===== src/rtl/riscv_pkg.sv =====
// Shared RV32 fetch-side definitions: data widths, reset/NOP constants,
// fetch FSM encoding and the IF/ID payload type.
package riscv_pkg;

    localparam int unsigned XLEN = 32;

    localparam logic [XLEN-1:0] NOP_INSTR_DEFAULT = 32'h0000_0013;
    localparam logic [XLEN-1:0] RESET_PC_DEFAULT  = 32'h0000_0000;

    typedef enum logic [1:0] {
        FETCH_IDLE = 2'd0,
        FETCH_REQ  = 2'd1,
        FETCH_WAIT = 2'd2,
        FETCH_HOLD = 2'd3
    } fetch_state_e;

    typedef struct packed {
        logic [XLEN-1:0] instr;
        logic [XLEN-1:0] pc;
    } ifid_t;

    // Instruction addresses are word aligned; low bits are dropped.
    function automatic logic [XLEN-1:0] align_pc(input logic [XLEN-1:0] pc);
        return pc & ~XLEN'(3);
    endfunction

endpackage


===== src/rtl/fetch_unit_if.sv =====
// Request/grant/response instruction-memory port between the fetch unit
// (master) and instruction memory (slave).
interface fetch_unit_if;
    import riscv_pkg::*;

    logic            req;
    logic [XLEN-1:0] addr;
    logic            gnt;
    logic            rvalid;
    logic [XLEN-1:0] rdata;

    modport master (output req, output addr, input gnt, input rvalid, input rdata);
    modport slave  (input req, input addr, output gnt, output rvalid, output rdata);

endinterface


===== src/rtl/fetch_skid_reg.sv =====
// One-entry {instr,pc} buffer that parks a fetched word while IF/ID is stalled.
module fetch_skid_reg
    import riscv_pkg::*;
(
    input  logic  clk,
    input  logic  rst_n,
    input  logic  load,
    input  logic  unload,
    input  logic  clear,
    input  ifid_t din,
    output ifid_t dout,
    output logic  full
);

    // Clear and unload both empty the entry and take priority over load.
    always_ff @(posedge clk or negedge rst_n) begin
        if (!rst_n) begin
            full <= 1'b0;
            dout <= '0;
        end else if (clear || unload) begin
            full <= 1'b0;
        end else if (load) begin
            full <= 1'b1;
            dout <= din;
        end
    end

endmodule


===== src/rtl/fetch_unit.sv =====
// Instruction-fetch stage: owns the PC, drives the imem port and holds the
// IF/ID register consumed by decode and the hazard unit.
module fetch_unit
    import riscv_pkg::*;
#(
    parameter logic [XLEN-1:0] RESET_PC  = RESET_PC_DEFAULT,
    parameter logic [XLEN-1:0] NOP_INSTR = NOP_INSTR_DEFAULT
)(
    input  logic                clk,
    input  logic                rst_n,
    input  logic                pc_stall_sel,
    input  logic                redirect_valid,
    input  logic [XLEN-1:0]     redirect_pc,
    fetch_unit_if.master        imem,
    output logic [XLEN-1:0]     instr_id,
    output logic [XLEN-1:0]     pc_id,
    output logic                valid_id
);

    fetch_state_e    state, state_next;
    logic [XLEN-1:0] pc_f, pc_f_next, pc_req;
    logic            kill, kill_next;
    logic            grant, resp, ifid_free;
    logic            ifid_load_mem, ifid_load_skid, ifid_drain;
    logic            skid_load, skid_unload, skid_full;
    ifid_t           skid_din, skid_q;

    assign grant     = (state == FETCH_REQ) && imem.gnt;
    assign resp      = (state == FETCH_WAIT) && imem.rvalid;
    assign ifid_free = !valid_id || pc_stall_sel;
    assign imem.addr = pc_f;
    assign skid_din  = '{instr: imem.rdata, pc: pc_req};

    always_ff @(posedge clk or negedge rst_n) begin
        if (!rst_n) state <= FETCH_IDLE;
        else        state <= state_next;
    end

    // Next state; redirect never blocks leaving WAIT/HOLD since it flushes IF/ID.
    always_comb begin
        state_next = state;
        case (state)
            FETCH_IDLE: if (!redirect_valid) state_next = FETCH_REQ;
            FETCH_REQ:  if (imem.gnt) state_next = FETCH_WAIT;
            FETCH_WAIT: begin
                if (imem.rvalid) begin
                    if (redirect_valid || kill || ifid_free) state_next = FETCH_REQ;
                    else                                     state_next = FETCH_HOLD;
                end
            end
            FETCH_HOLD: if (redirect_valid || pc_stall_sel) state_next = FETCH_REQ;
            default:    state_next = FETCH_IDLE;
        endcase
    end

    // Datapath controls; a redirect overrides stall, response and grant.
    always_comb begin
        pc_f_next      = pc_f;
        kill_next      = kill;
        ifid_load_mem  = 1'b0;
        ifid_load_skid = 1'b0;
        ifid_drain     = 1'b0;
        skid_load      = 1'b0;
        skid_unload    = 1'b0;
        if (redirect_valid) begin
            pc_f_next = align_pc(redirect_pc);
            kill_next = grant || ((state == FETCH_WAIT) && !imem.rvalid);
        end else begin
            if (grant) pc_f_next = pc_f + XLEN'(4);
            if (resp && kill) kill_next = 1'b0;
            ifid_load_mem  = resp && !kill && ifid_free;
            skid_load      = resp && !kill && !ifid_free;
            ifid_load_skid = (state == FETCH_HOLD) && pc_stall_sel && skid_full;
            skid_unload    = ifid_load_skid;
            ifid_drain     = pc_stall_sel && valid_id && !ifid_load_mem && !ifid_load_skid;
        end
    end

    always_ff @(posedge clk or negedge rst_n) begin
        if (!rst_n) begin
            pc_f     <= RESET_PC;
            pc_req   <= '0;
            kill     <= 1'b0;
            imem.req <= 1'b0;
            valid_id <= 1'b0;
            instr_id <= NOP_INSTR;
            pc_id    <= '0;
        end else begin
            pc_f     <= pc_f_next;
            kill     <= kill_next;
            imem.req <= (state_next == FETCH_REQ);
            if (grant) pc_req <= pc_f;
            if (redirect_valid || ifid_drain) begin
                valid_id <= 1'b0;
                instr_id <= NOP_INSTR;
            end else if (ifid_load_mem) begin
                valid_id <= 1'b1;
                instr_id <= imem.rdata;
                pc_id    <= pc_req;
            end else if (ifid_load_skid) begin
                valid_id <= 1'b1;
                instr_id <= skid_q.instr;
                pc_id    <= skid_q.pc;
            end
        end
    end

    fetch_skid_reg u_skid (
        .clk    (clk),
        .rst_n  (rst_n),
        .load   (skid_load),
        .unload (skid_unload),
        .clear  (redirect_valid),
        .din    (skid_din),
        .dout   (skid_q),
        .full   (skid_full)
    );

endmodule


===== src/flat_wrapper.sv =====
// flat-port wrapper written by rule: the top's interface ports become plain ports
module fetch_unit_flat import riscv_pkg::*;
#(
    parameter logic [XLEN-1:0] RESET_PC  = RESET_PC_DEFAULT,
    parameter logic [XLEN-1:0] NOP_INSTR = NOP_INSTR_DEFAULT
)
  (clk, rst_n, pc_stall_sel, redirect_valid, redirect_pc, instr_id, pc_id, valid_id, imem_req, imem_addr, imem_gnt, imem_rvalid, imem_rdata);
  fetch_unit_if imem_i ();
  input  logic clk;
  input  logic rst_n;
  input  logic pc_stall_sel;
  input  logic redirect_valid;
  input  logic [XLEN-1:0] redirect_pc;
  output logic [XLEN-1:0] instr_id;
  output logic [XLEN-1:0] pc_id;
  output logic valid_id;
  output wire logic [$bits(imem_i.req)-1:0] imem_req;
  output wire logic [$bits(imem_i.addr)-1:0] imem_addr;
  input wire logic [$bits(imem_i.gnt)-1:0] imem_gnt;
  input wire logic [$bits(imem_i.rvalid)-1:0] imem_rvalid;
  input wire logic [$bits(imem_i.rdata)-1:0] imem_rdata;
  assign imem_req = imem_i.req;
  assign imem_addr = imem_i.addr;
  assign imem_i.gnt = imem_gnt;
  assign imem_i.rvalid = imem_rvalid;
  assign imem_i.rdata = imem_rdata;
  fetch_unit #(.RESET_PC(RESET_PC), .NOP_INSTR(NOP_INSTR)) u_core (.clk(clk), .rst_n(rst_n), .pc_stall_sel(pc_stall_sel), .redirect_valid(redirect_valid), .redirect_pc(redirect_pc), .imem(imem_i), .instr_id(instr_id), .pc_id(pc_id), .valid_id(valid_id));
endmodule

===== config.mk =====
export PLATFORM = sky130hd
export DESIGN_NAME = fetch_unit_flat
export DESIGN_NICKNAME = d
export VERILOG_FILES = /design/src/rtl/riscv_pkg.sv /design/src/rtl/fetch_unit_if.sv /design/src/rtl/fetch_skid_reg.sv /design/src/rtl/fetch_unit.sv /design/src/flat_wrapper.sv
export SDC_FILE = /design/constraint.sdc
export NUM_CORES = 1
export LEC_CHECK = 0
export BUFFER_PORTS_ARGS = -buffer_cell sky130_fd_sc_hd__buf_2
export CORE_MARGIN = 2
export CORE_UTILIZATION = 45
export CTS_CLUSTER_SIZE = 30
export DETAILED_ROUTE_END_ITERATION = 6
export GPL_TIMING_DRIVEN = 0
export PLACE_DENSITY = 0.73
export SYNTH_ARGS = -nofsm -noshare
export SYNTH_HDL_FRONTEND = slang
export SYNTH_HIERARCHICAL = 1
export SYNTH_SLANG_ARGS = --single-unit
export TNS_END_PERCENT = 20

===== constraint.sdc =====
create_clock -name clk -period 2.1 [get_ports clk]
set_input_delay 0.21 -clock clk [delete_from_list [all_inputs] [get_ports clk]]
set_output_delay 0.21 -clock clk [all_outputs]
set_load 0.01 [all_outputs]

Word level (Yosys, flattened, before mapping)
Cells that the tools add are included.
{"block": "totals", "inputBits": 70, "elab_cells": 75, "output_inout_bits": 98, "register_bits": 198}
{"block": "op_classes", "n_bitwise": 2, "n_reduce_logical": 33, "eq_ne": 4, "n_addsub": 1, "muxes": 24}
{"operator": "$mux 32", "n": 7}
{"operator": "$add 32x3->32 const B", "n": 1}
{"operator": "$logic_and 1x1->1", "n": 12}
{"operator": "$mux 1", "n": 11}
{"operator": "$mux 2", "n": 5}
{"operator": "$pmux 2 s4", "n": 1}
{"operator": "$reduce_bool 2->1", "n": 4}
{"operator": "$logic_or 1x1->1", "n": 7}
{"operator": "$logic_not 1->1", "n": 6}
{"operator": "$eq 2x1->1 const B", "n": 2}
{"operator": "$eq 2x2->1 const B", "n": 2}
{"operator": "$reduce_and 2->1", "n": 2}
{"operator": "$reduce_bool 3->1", "n": 1}
{"operator": "$logic_not 2->1", "n": 1}
{"operator": "$not 1->1", "n": 2}

Longest topological paths before layout
Gate-level depths: netlist of the first run.
{"block": "depth", "ltp_word": 11, "mapped_depth": 9, "depth_no_buf": 5}

Cells and area by module
Netlist of the first run, hierarchy kept.
{"mod": "fetch_unit", "n_inst": 1, "area_per_inst_um2": 5979.5, "cells_per_inst": 615}
{"mod": "fetch_skid_reg", "n_inst": 1, "area_per_inst_um2": 2725.1, "cells_per_inst": 139}

Least setup slack after synthesis of the first run
OpenSTA, ideal clock, no wires.
{"block": "synth_path", "kind": "reg2reg", "startpoint": "register u_core.state[1]", "endpoint": "register u_core/u_skid/dout[10] (netlist bit)", "setup_ns": 0.125, "path_stages_with_launch": 10, "slack_ns": -0.041, "arrival_ns": 2.016, "cell_sequence": "dfrtp_1 > clkbuf_1 > nand4b_1 > nor2_1 > clkbuf_1 > buf_2 > nor3b_2 > buf_6 > buf_12 > mux2_4"}
{"block": "synth_between", "elab_chain_len": 7, "elab_cells_between_ends": 12}
{"item": "start: declaration", "line": "fetch_unit.sv:20", "text": "fetch_state_e state, state_next;"}
{"item": "start signal: assignment", "line": "fetch_unit.sv:36", "text": "else state <= state_next;"}
{"item": "$eq 2x2->1", "line": "fetch_unit.sv:73", "text": "ifid_load_skid = (state == FETCH_HOLD) && pc_stall_sel && skid_full;"}
{"item": "$logic_and 1x1->1 (2 in a row)", "line": "fetch_unit.sv:73"}
{"item": "$mux 1"}
{"item": "named net u_core.ifid_load_skid", "line": "fetch_unit.sv:24", "text": "logic ifid_load_mem, ifid_load_skid, ifid_drain;"}
{"item": "$logic_or 1x1->1", "line": "fetch_skid_reg.sv:20", "text": "end else if (clear || unload) begin"}
{"item": "$not 1->1 (no source line)"}
{"item": "$reduce_and 2->1 (no source line)"}
{"item": "end signal: assignment", "line": "fetch_skid_reg.sv:24", "text": "dout <= din;"}
{"item": "end: declaration", "line": "fetch_skid_reg.sv:11", "text": "output ifid_t dout,"}
The timed path passes the listed nets, and every way through them passes these cells.
A chain may end at the register's enable or synchronous reset.

Final worst setup path of the first run
{"block": "layout_path", "startpoint": "register u_core.state[1]", "endpoint": "register u_core/u_skid/dout[29] (netlist bit)"}
The elaborated chain is that of the path after synthesis.

==> flow_summary.toml, run 1 <==
[status]
outcome = "complete, but fails checks"
failed_checks = "setup timing"

[die]
die_h_um = 143
num_rows = 50
ioPinCount = 168
core_mm2 = 0.0188
floorplan.initialDensity_pct = 46.2
fp.dieArea_mm2 = 0.0205
die_x_um = 143

[yosys]
yosysTopAreaCell = "dfrtp_1"
ys_seq_area_share_pct = 55.8
ys_ff_latch = 194
synth_top_area_share_pct = 54.9
synthTopCellsByCount = "dfrtp_1 (191), nand2_1 (137), mux2_4 (60)"
synth_edf_count = 0
synth_area_leaders = "dfrtp_1 (55%), mux2_4 (10%), nand2_1 (5.9%), o21ai_0 (3.2%), a22o_1 (3.0%)"
synth_most_common_cell = "dfrtp_1"
synthesis.area_mm2 = 0.00870
synthFlopType = "dfrtp_1"
postSynth.asyncResetShare_pct = 100
yosysWarningCount = 6
syn_area_per_cell_um2 = 11.5
syn-instance-count = 754
ys_types = 56

[power]
power.total_w = 0.0101
combPwrFrac_pct = 20.9
power_density_mw_per_mm2 = 902
switching_share_pct = 32.1
p_leak_nw = 5.57
p_seq_share_pct = 48.3
clkPwrFrac_pct = 30.9
ir_drop_uv = 656
internal_power_w = 0.00689
p_switching_w = 0.00326

[timing]
final-max-slew-violation-count = 0
slew_headroom_pct = 53.0
finalCriticalPeriod_ps = 2210
worst_slew_pin_slew_ps = 705
max_freq_ghz = 0.452
skew_ps = 8.80
setup_viol = 65
worst_slack_ps = -114
rsz0062_at_grt = "yes"
hold_viol_final = 0
fin_crit_sh_pct = 105

[critical_path]
r2r_start = "u_core/state[1]"
reg2reg_to = "u_core/u_skid/dout[29]"
worstRegToRegCells = 10
critPathMostFrequentCell = "buf_12"
r2r_setup_slack_ps = -110
crit_buf_inv = 6
path_max_fanout = 7
critPathCapture = "u_core/u_skid/dout[29]"
path_class = "flip-flop to flip-flop"
cp.depth = 10
crit_slowest_cell = "dfrtp_2"
cp.arrival_ps = 2530
worstPathRequired_ps = 2420
crit_chain = "buf_8, nand4b_1, nor2_2, clkbuf_8, buf_12, nor3b_4, buf_6, buf_12, clkbuf_16, mux2_4"
crit_family = "buffers and inverters"
setup.worst_path.start = "u_core/state[1]"
crit_path_end_kind = "flip-flop"
startpoint_type = "flip-flop"
slowest_delay_ps = 450

[clock_network]
path_clk_slew_ps = 80
cts_tree = "done"
cts_buffer_depth = 2
clock_latency_ps = 440
clockRootBuffer = "clkbuf_16"
clock_tree.htree_level_count = 4
cts_buffers = 17
clkSinkCount = 194

[final_layout]
nNetsFinal = 1072
multi_input_area_mm2 = 0.00351
utilization_pct = 59.7
fin_cells = 1276
fillCellCount = 1510
drive_gt1_share_pct = 34.3
syn_to_final_growth_pct = 29.2
regArea_mm2 = 0.00487

[routing]
drtAntennaViolNets = 0
wl_per_cell_um = 18.2
drc_errors = 0
dr.pass1.iters = 5
vias = 6849
first_iter_violations = 626
wl_um = 23300
via_per_inst = 5.37

[grt]
grt_usage_pct = 22.9
antenna_found_initial = 2
grt_pass1_wl_um = 36300
grt_pass1_vias = 6905
grt_max_degree = 101
grt-ovfl-total = 0

[flow_run]
maxCapViolCount = 0

[place]
dpl.hpwl_um = 15400
gp_congestion = 0.916
dp_cells = 1181
port-buffer-count = 163

[worst_hold_path]
hold_class = "input pin to flip-flop"
-- per-stage QoR --
stage | worst slack, ps | setup TNS [ps] | area (um2) | hold slack, ps
2_1_floorplan | 64.7 | 0 | 8720 | -85.6
3_3_place_gp | -2350 | -492300 | 9860 | 411
3_5_place_dp | -473 | -45090 | 9900 | 279
4_1_cts | -20.2 | -429 | 11000 | 1.20
5_1_grt | -134 | -7710 | 11200 | 3.82
6_report | -114 | -4810 | 11200 | 12.3
-- timing repair --
action	in CTS	in global routing
endpoints found under the hold margin	130	0
hold buffers	35	0
buffers inserted	8	13
setup endpoints to repair	133	130
gates cloned	2	4
pin swaps	2	6
resized for setup	23	34
-- worst min-delay path, cell delays in order --
cell and delay (ps):
buf_2 90, nand2_1 40, o21ai_0 70
-- how the worst min path moves through the flow --
stage,from,endpoint,slack (ps),depth (start not counted)
floorplan,rst_n,u_core/imem.addr[10],-90,0
global placement,redirect_valid,u_core/u_skid/full,410,2
detailed placement,rst_n,u_core/u_skid/dout[58],280,1
CTS,imem_rdata[23],u_core/instr_id[23],1,3
global route,imem_rdata[10],u_core/u_skid/dout[42],4,2
finish,imem_rdata[23],u_core/instr_id[23],10,3
-- cells in the final DEF, fill, tap and decap left out, drive strengths merged, types with 3 or more instances in the layout --
cell	Yosys	final
buf	23	207
inv	6	16
mux2i	3	3
o21ai	56	56
nor3	6	6
clkinvlp	0	3
clkinv	1	3
dlygate4sd3	1	36
dfrtp	191	191
nor2	24	24
dfstp	3	3
clkbuf	31	53
and3	4	4
conb	1	4
nand2	137	137
or4	7	7
nor4	3	3
a22o	30	30
nor2b	4	4
nand4	15	15
a21o	31	31
and4	4	4
nand3	10	10
o31ai	5	5
or3	13	13
a31oi	16	16
a22oi	30	30
xnor2	5	5
xor2	6	6
mux2	67	67
-- registers in the layout (all words and copies together), names as in the netlist --
register,count
u_core/u_skid/dout,64
u_core/imem.req,1
u_core/valid_id,1
u_core/state,2
u_core/pc_req,30
u_core/pc_id,32
u_core/kill,1
u_core/instr_id,32
u_core/u_skid/full,1
u_core/imem.addr,30
-- metal layers --
metal | vias to the layer above | wire [um] | GRT usage [%]
met5 | - | 0 | 0
met1 | 3370 | 10500 | 31.6
met3 | 44 | 1250 | 4.59
li1 | 3200 | - | -
met4 | 0 | 656 | 9.59
met2 | 235 | 10900 | 35.6
-- kinds of logic after synthesis --
logic type      synth area share, %
flops                          55.8
buf+inv                        4.47
mux                            11.6
other cells                  0.0431
simple gates                   12.8
xor+xnor                       1.11
fa+ha+maj                     0.144
compound gates                 14.0
-- area by class of cell --
type	count	area share (%)
plain buffers	54	3.79
multi-input cells	501	31.2
well taps	260	2.89
diodes	2	0.0445
inverters	7	0.234
clock inverters	15	1.25
repair buffers	226	13.4
flip-flops and latches	194	43.3
clock buffers	17	3.78
-- power by group through the flow --
| stage | Clock (W) | Combinational [W] | Sequential, W |
|---|---|---|---|
| after CTS | 0.00320 | 0.00194 | 0.00487 |
| final | 0.00313 | 0.00212 | 0.00490 |
| after global routing | 0.00337 | 0.00234 | 0.00498 |
| after global placement | 0 | 0.00177 | 0.00491 |
| after detailed placement | 0 | 0.00183 | 0.00494 |
| after floorplan | 0 | 0.000956 | 0.00493 |
No activity file was read; power rests on OpenSTA's default activity.
==> run 2, diff against run 1 <==
REMOVE_ABC_BUFFERS = 1   (was not set)
==> run 2 against run 1 <==
Against the previous run: fmax rose by 7.9%; global-route usage down 1.5 points; utilization down 1.2 points; hold slack improved by 3.7 ps; the run now ends clean; design area fell by 2.1%; via count fell by 4.6%; clock-buffer cell count grew 2; setup slack better by 160 ps; die area is the same; largest power group unchanged; sequential cell count stayed put.
==> flow_summary.toml, run 2 (synthesis results as in run 1) <==
[final_layout]
final_cell_mix = "dfrtp_1 (181), buf_2 (162), nand2_1 (137), mux2_4 (62), o21ai_0 (55)"
top_register = "u_core/u_skid/dout"
syn_to_final_growth_pct = 26.6
utilization_pct = 58.5
regArea_mm2 = 0.00487
fillCellCount = 1562
top_regs = "u_core/u_skid/dout: 64 flops, u_core/instr_id: 32 flops, u_core/pc_id: 32 flops"
antennaDiodeCount = 0
fin_area_mm2 = 0.0110
nNetsFinal = 1020
final_common_cell = "dfrtp_1"
drive_gt1_share_pct = 34.8
largest_register_ffs = 64
multi_input_area_mm2 = 0.00358

[power]
p_switching_w = 0.00303
p_leak_nw = 5.46
internal_power_w = 0.00739
switching_share_pct = 29.1
power.total_w = 0.0104
clkPwrFrac_pct = 34.2
power_density_mw_per_mm2 = 945
combPwrFrac_pct = 18.8
ir_drop_uv = 567
p_seq_share_pct = 47.0

[critical_path]
path_class = "flip-flop to flip-flop"
path_max_fanout = 12
slowest_delay_ps = 650
crit_chain = "nand4_4, or4_4, or4_1, a31oi_1"
worstPathRequired_ps = 2440
startpoint_type = "flip-flop"
crit_slowest_cell = "or4_4"
cp.arrival_ps = 2390
crit_path_end_kind = "flip-flop"

[grt]
grtUsageMet1_pct = 28.9
grt_max_degree = 124
antenna_found_initial = 0
grt_pass1_wl_um = 34400
grtUsageMet3_pct = 5.40
grt-ovfl-total = 0
grt_usage_pct = 21.4
grtUsageMet2_pct = 35.2
grt_pass1_vias = 6503
grt.busiest_layer = "met2"

[clock_network]
path_clk_slew_ps = 70
cts_buffers = 17
cts_tree = "done"
clock_latency_ps = 430
clkSinkCount = 194
clockRootBuffer = "clkbuf_16"
cts_buffer_depth = 2
clock_tree.htree_level_count = 4

[timing]
max_freq_ghz = 0.488
fin_crit_sh_pct = 97.7
skew_ps = 12.2
finalCriticalPeriod_ps = 2050
rsz0062_at_grt = "yes"
setup_viol = 0
hold_viol_final = 0
final-max-slew-violation-count = 0
slew_headroom_pct = 37.3
worst_slew_pin_slew_ps = 940
worst_slack_ps = 48.9
tns_ps = 0

[worst_hold_path]
hold_class = "input pin to flip-flop"

[flow_run]
maxCapViolCount = 0

[die]
fp.dieArea_mm2 = 0.0205
floorplan.initialDensity_pct = 46.2
core_mm2 = 0.0188
ioPinCount = 168
num_rows = 50
die_x_um = 143
die_h_um = 143

[place]
place_area_mm2 = 0.00983
gp_congestion = 0.750
dpl.hpwl_um = 13900
dp_slack_ps = -973
port-buffer-count = 163

[routing]
vias = 6532
drtAntennaViolNets = 0
first_iter_violations = 359
wl_um = 22300
wl_per_cell_um = 18.2
dr.pass1.iters = 4
drc_errors = 0
via_per_inst = 5.35

[status]
outcome = "finished clean"
==> run 2: changes by cell type in the layout (fill, tap and decap cells not counted), sizes merged <==
cell,previous run,this run
diode,2,0
inv,16,9
buf,207,202
clkbuf,53,21
dlygate4sd3,36,22
bufinv,0,5
clkinvlp,3,0
nor2,24,25
bufbuf,1,0
clkinv,3,6
and3b,1,2
==> run 2: cell type report <==
| type | instances | area share (%) |
|---|---|---|
| well taps | 260 | 2.95 |
| repair buffers | 226 | 14.2 |
| clock inverters | 13 | 1.86 |
| clock buffers | 19 | 4.02 |
| flip-flops and latches | 194 | 44.2 |
| inverters | 7 | 0.261 |
| multi-input cells | 503 | 32.5 |
==> run 2: per-stage QoR <==
step	cells	hold slack, ps
6_report	1222	16.0
2_1_floorplan	702	-85.6
3_3_place_gp	1125	417
5_1_grt	1222	9.78
4_1_cts	1208	1.35
3_5_place_dp	1144	378
==> run 2: final timing paths <==
kind / from / endpoint / slack (ps) / cells past startpoint
max reg2reg: u_core/imem.addr[4] / u_core/imem.addr[30] / 50 / 4
max: u_core/imem.addr[4] / u_core/imem.addr[30] / 50 / 4
min in group asynchronous: rst_n / u_core/u_skid/dout[39] / 460 / 2
min: imem_rdata[14] / u_core/instr_id[14] / 20 / 3
max in group asynchronous: rst_n / u_core/imem.addr[14] / 720 / 3
min reg2reg: u_core/pc_id[18] / u_core/pc_id[18] / 470 / 1
==> run 2: repair_timing <==
| action | CTS | global route |
|---|---|---|
| hold endpoints to repair | 140 | 0 |
| buffers inserted | 10 | 13 |
| cloned | 0 | 3 |
| setup endpoints to repair | 146 | 133 |
| gates resized for setup | 14 | 23 |
| pin swaps | 26 | 5 |
| hold buffers | 22 | 0 |
==> run 2: routing by layer <==
layer	share of wire [%]	wire length, um
met1	46	10200
met2	47	10600
met3	6.1	1350
met4	0.95	212
met5	0	0
==> run 2: power groups by stage <==
| stage | sequential, W | clock [W] | combinational [W] |
|---|---|---|---|
| 2_1_floorplan | 0.00496 | 0 | 0.000862 |
| 3_3_place_gp | 0.00492 | 0 | 0.00167 |
| 3_5_place_dp | 0.00495 | 0 | 0.00176 |
| 4_1_cts | 0.00490 | 0.00365 | 0.00183 |
| 5_1_grt | 0.00498 | 0.00379 | 0.00218 |
| 6_report | 0.00489 | 0.00356 | 0.00196 |
==> run 2: critical path: cells and delay by family, from the launching register on <==
family | cells | cell delay, ps
AND/OR/NAND/NOR | 3 | 1340
AO/OA/AOI/OAI | 1 | 170
flip-flops | 1 | 470
==> run 3, diff against run 2 <==
CORE_ASPECT_RATIO = 1.5   (was not set)
==> run 3 against run 2 <==
Against the previous run: the flow now finishes with violations (setup timing); combinational power up 5%; setup slack worse by 53 ps; clock-buffer cell count unchanged; die area up 0.11%; largest power group unchanged; hold slack better by 4.9 ps; wire length up 1.2%; first-iteration DRC count up 27%; utilization up 0.34 points; highest routed layer unchanged; sequential power about the same.
==> flow_summary.toml, run 3 (synthesis results as in run 1) <==
[status]
outcome = "complete, but fails checks"
failed_checks = "setup timing"

[final_layout]
multi_input_area_mm2 = 0.00357
regArea_mm2 = 0.00488
final_common_cell = "dfrtp_1"
utilization_pct = 58.9
top_regs = "u_core/u_skid/dout: 64 flops, u_core/instr_id: 32 flops, u_core/pc_id: 32 flops"
nNetsFinal = 1050
drive_gt1_share_pct = 35.7
final_cell_mix = "dfrtp_1 (176), buf_2 (163), nand2_1 (137), mux2_4 (61), o21ai_0 (55)"
fillCellCount = 1590
top_register = "u_core/u_skid/dout"
largest_register_ffs = 64
syn_to_final_growth_pct = 29.0

[power]
p_seq_share_pct = 48.0
p_switching_w = 0.00305
switching_share_pct = 30.0
power_density_mw_per_mm2 = 904
power.total_w = 0.0102
combPwrFrac_pct = 20.2
p_leak_nw = 5.56
clkPwrFrac_pct = 31.8
ir_drop_uv = 598
internal_power_w = 0.00710

[timing]
whs_ps = 21.0
fin_crit_sh_pct = 100
hold_viol_final = 0
slew_headroom_pct = 37.7
rsz0062_at_grt = "yes"
worst_slew_pin_slew_ps = 932
max_freq_ghz = 0.475
setup_viol = 3
final-max-slew-violation-count = 0
finalCriticalPeriod_ps = 2100
skew_ps = 12.2
worst_slack_ps = -4.51

[critical_path]
slowest_delay_ps = 440
crit_chain = "buf_6, nor2b_4, nand3_2, nor2_2, nor3b_4, buf_8, buf_12, bufbuf_16, mux2_4"
crit_path_end_kind = "flip-flop"
crit_slowest_cell = "dfrtp_2"
cp.arrival_ps = 2410
r2r_start = "u_core/state[0]"
reg2reg_to = "u_core/u_skid/dout[54]"
worstRegToRegCells = 9
startpoint_type = "flip-flop"
path_class = "flip-flop to flip-flop"
path_max_fanout = 5
r2r_setup_slack_ps = -5
worstPathRequired_ps = 2410

[die]
core_mm2 = 0.0191
floorplan.initialDensity_pct = 45.6
num_rows = 62
die_x_um = 118
ioPinCount = 168
fp.dieArea_mm2 = 0.0205
die_h_um = 174

[place]
dpl.hpwl_um = 13900
port-buffer-count = 163
gp_congestion = 0.833

[grt]
grtUsageMet2_pct = 38.0
antenna_found_initial = 1
grt_max_degree = 125
grt-ovfl-total = 0
grtUsageMet1_pct = 26.2
grt_usage_pct = 21.6
grt_pass1_wl_um = 35300
grtUsageMet3_pct = 4.27
grt.busiest_layer = "met2"
grt_pass1_vias = 6732

[worst_hold_path]
hp-start = "imem_rdata[21]"
min_to = "u_core/instr_id[21]"
hold_path_depth = 3
hold_class = "input pin to flip-flop"

[clock_network]
clockRootBuffer = "clkbuf_16"
cts_tree = "done"
clock_latency_ps = 430
clock_tree.htree_level_count = 4
path_clk_slew_ps = 70
cts_buffer_depth = 2
cts_buffers = 17
clkSinkCount = 194

[routing]
wl_um = 22600
first_iter_violations = 457
vias = 6759
dr.pass1.iters = 4
drc_errors = 0
drtAntennaViolNets = 0
wl_per_cell_um = 18.1
via_per_inst = 5.41

[flow_run]
maxCapViolCount = 0
run 3: worst max path at each step:
| stage | from | end | cells past startpoint |
|---|---|---|---|
| after floorplan | u_core/state[0] | u_core/pc_id[10] | 4 |
| after global placement | u_core/state[0] | u_core/pc_id[13] | 4 |
| after detailed placement | redirect_valid | u_core/instr_id[0] | 5 |
| after CTS | u_core/imem.addr[2] | u_core/imem.addr[16] | 5 |
| after global routing | u_core/state[0] | u_core/valid_id | 6 |
| final | u_core/state[0] | u_core/u_skid/dout[54] | 9 |
run 3: metrics by stage:
| step | instance area [um2] | setup slack (ps) | instances | setup TNS (ps) |
|---|---|---|---|---|
| 2_1_floorplan | 8350 | -7510 | 702 | -657270 |
| 3_3_place_gp | 9490 | -17830 | 1121 | -2032800 |
| 3_5_place_dp | 9830 | -849 | 1141 | -63150 |
| 4_1_cts | 11000 | -153 | 1226 | -880 |
| 5_1_grt | 11200 | -99.7 | 1249 | -2200 |
| 6_report | 11200 | -4.51 | 1249 | -8.14 |
run 3: timing repair:
item	4_1_cts	5_1_grt
resized for setup	20	18
gates cloned	1	3
endpoints found under the hold margin	105	1
hold buffers	38	1
buffers inserted	14	18
pin swaps	9	29
endpoints found under the setup margin	146	117
run 3: area by class of cell:
| type | instances | share of cell area, % |
|---|---|---|
| diodes | 1 | 0.0223 |
| clock buffers | 19 | 4.03 |
| clock inverters | 13 | 1.19 |
| inverters | 7 | 0.245 |
| multi-input cells | 503 | 31.8 |
| flip-flops and latches | 194 | 43.4 |
| well taps | 256 | 2.85 |
| repair buffers | 256 | 16.4 |
run 3: worst max-delay path, delay by kind of cell (launching register included):
family,cells,cell delay [ps]
simple gates,4,570
flops,1,440
mux,1,300
buf+inv,4,670
run 3: power groups by stage:
stage | clock network (W) | registers [W] | logic [W]
floorplan | 0 | 0.00496 | 0.000862
detailed placement | 0 | 0.00495 | 0.00178
CTS | 0.00332 | 0.00486 | 0.00195
finish | 0.00323 | 0.00487 | 0.00205
global route | 0.00347 | 0.00496 | 0.00225
global placement | 0 | 0.00491 | 0.00170
run 3: metal layers:
metal,vias to the layer above,share of wire [%]
met5,-,0
met4,0,1.4
met3,19,4.2
met2,203,53
met1,3394,41
li1,3143,-
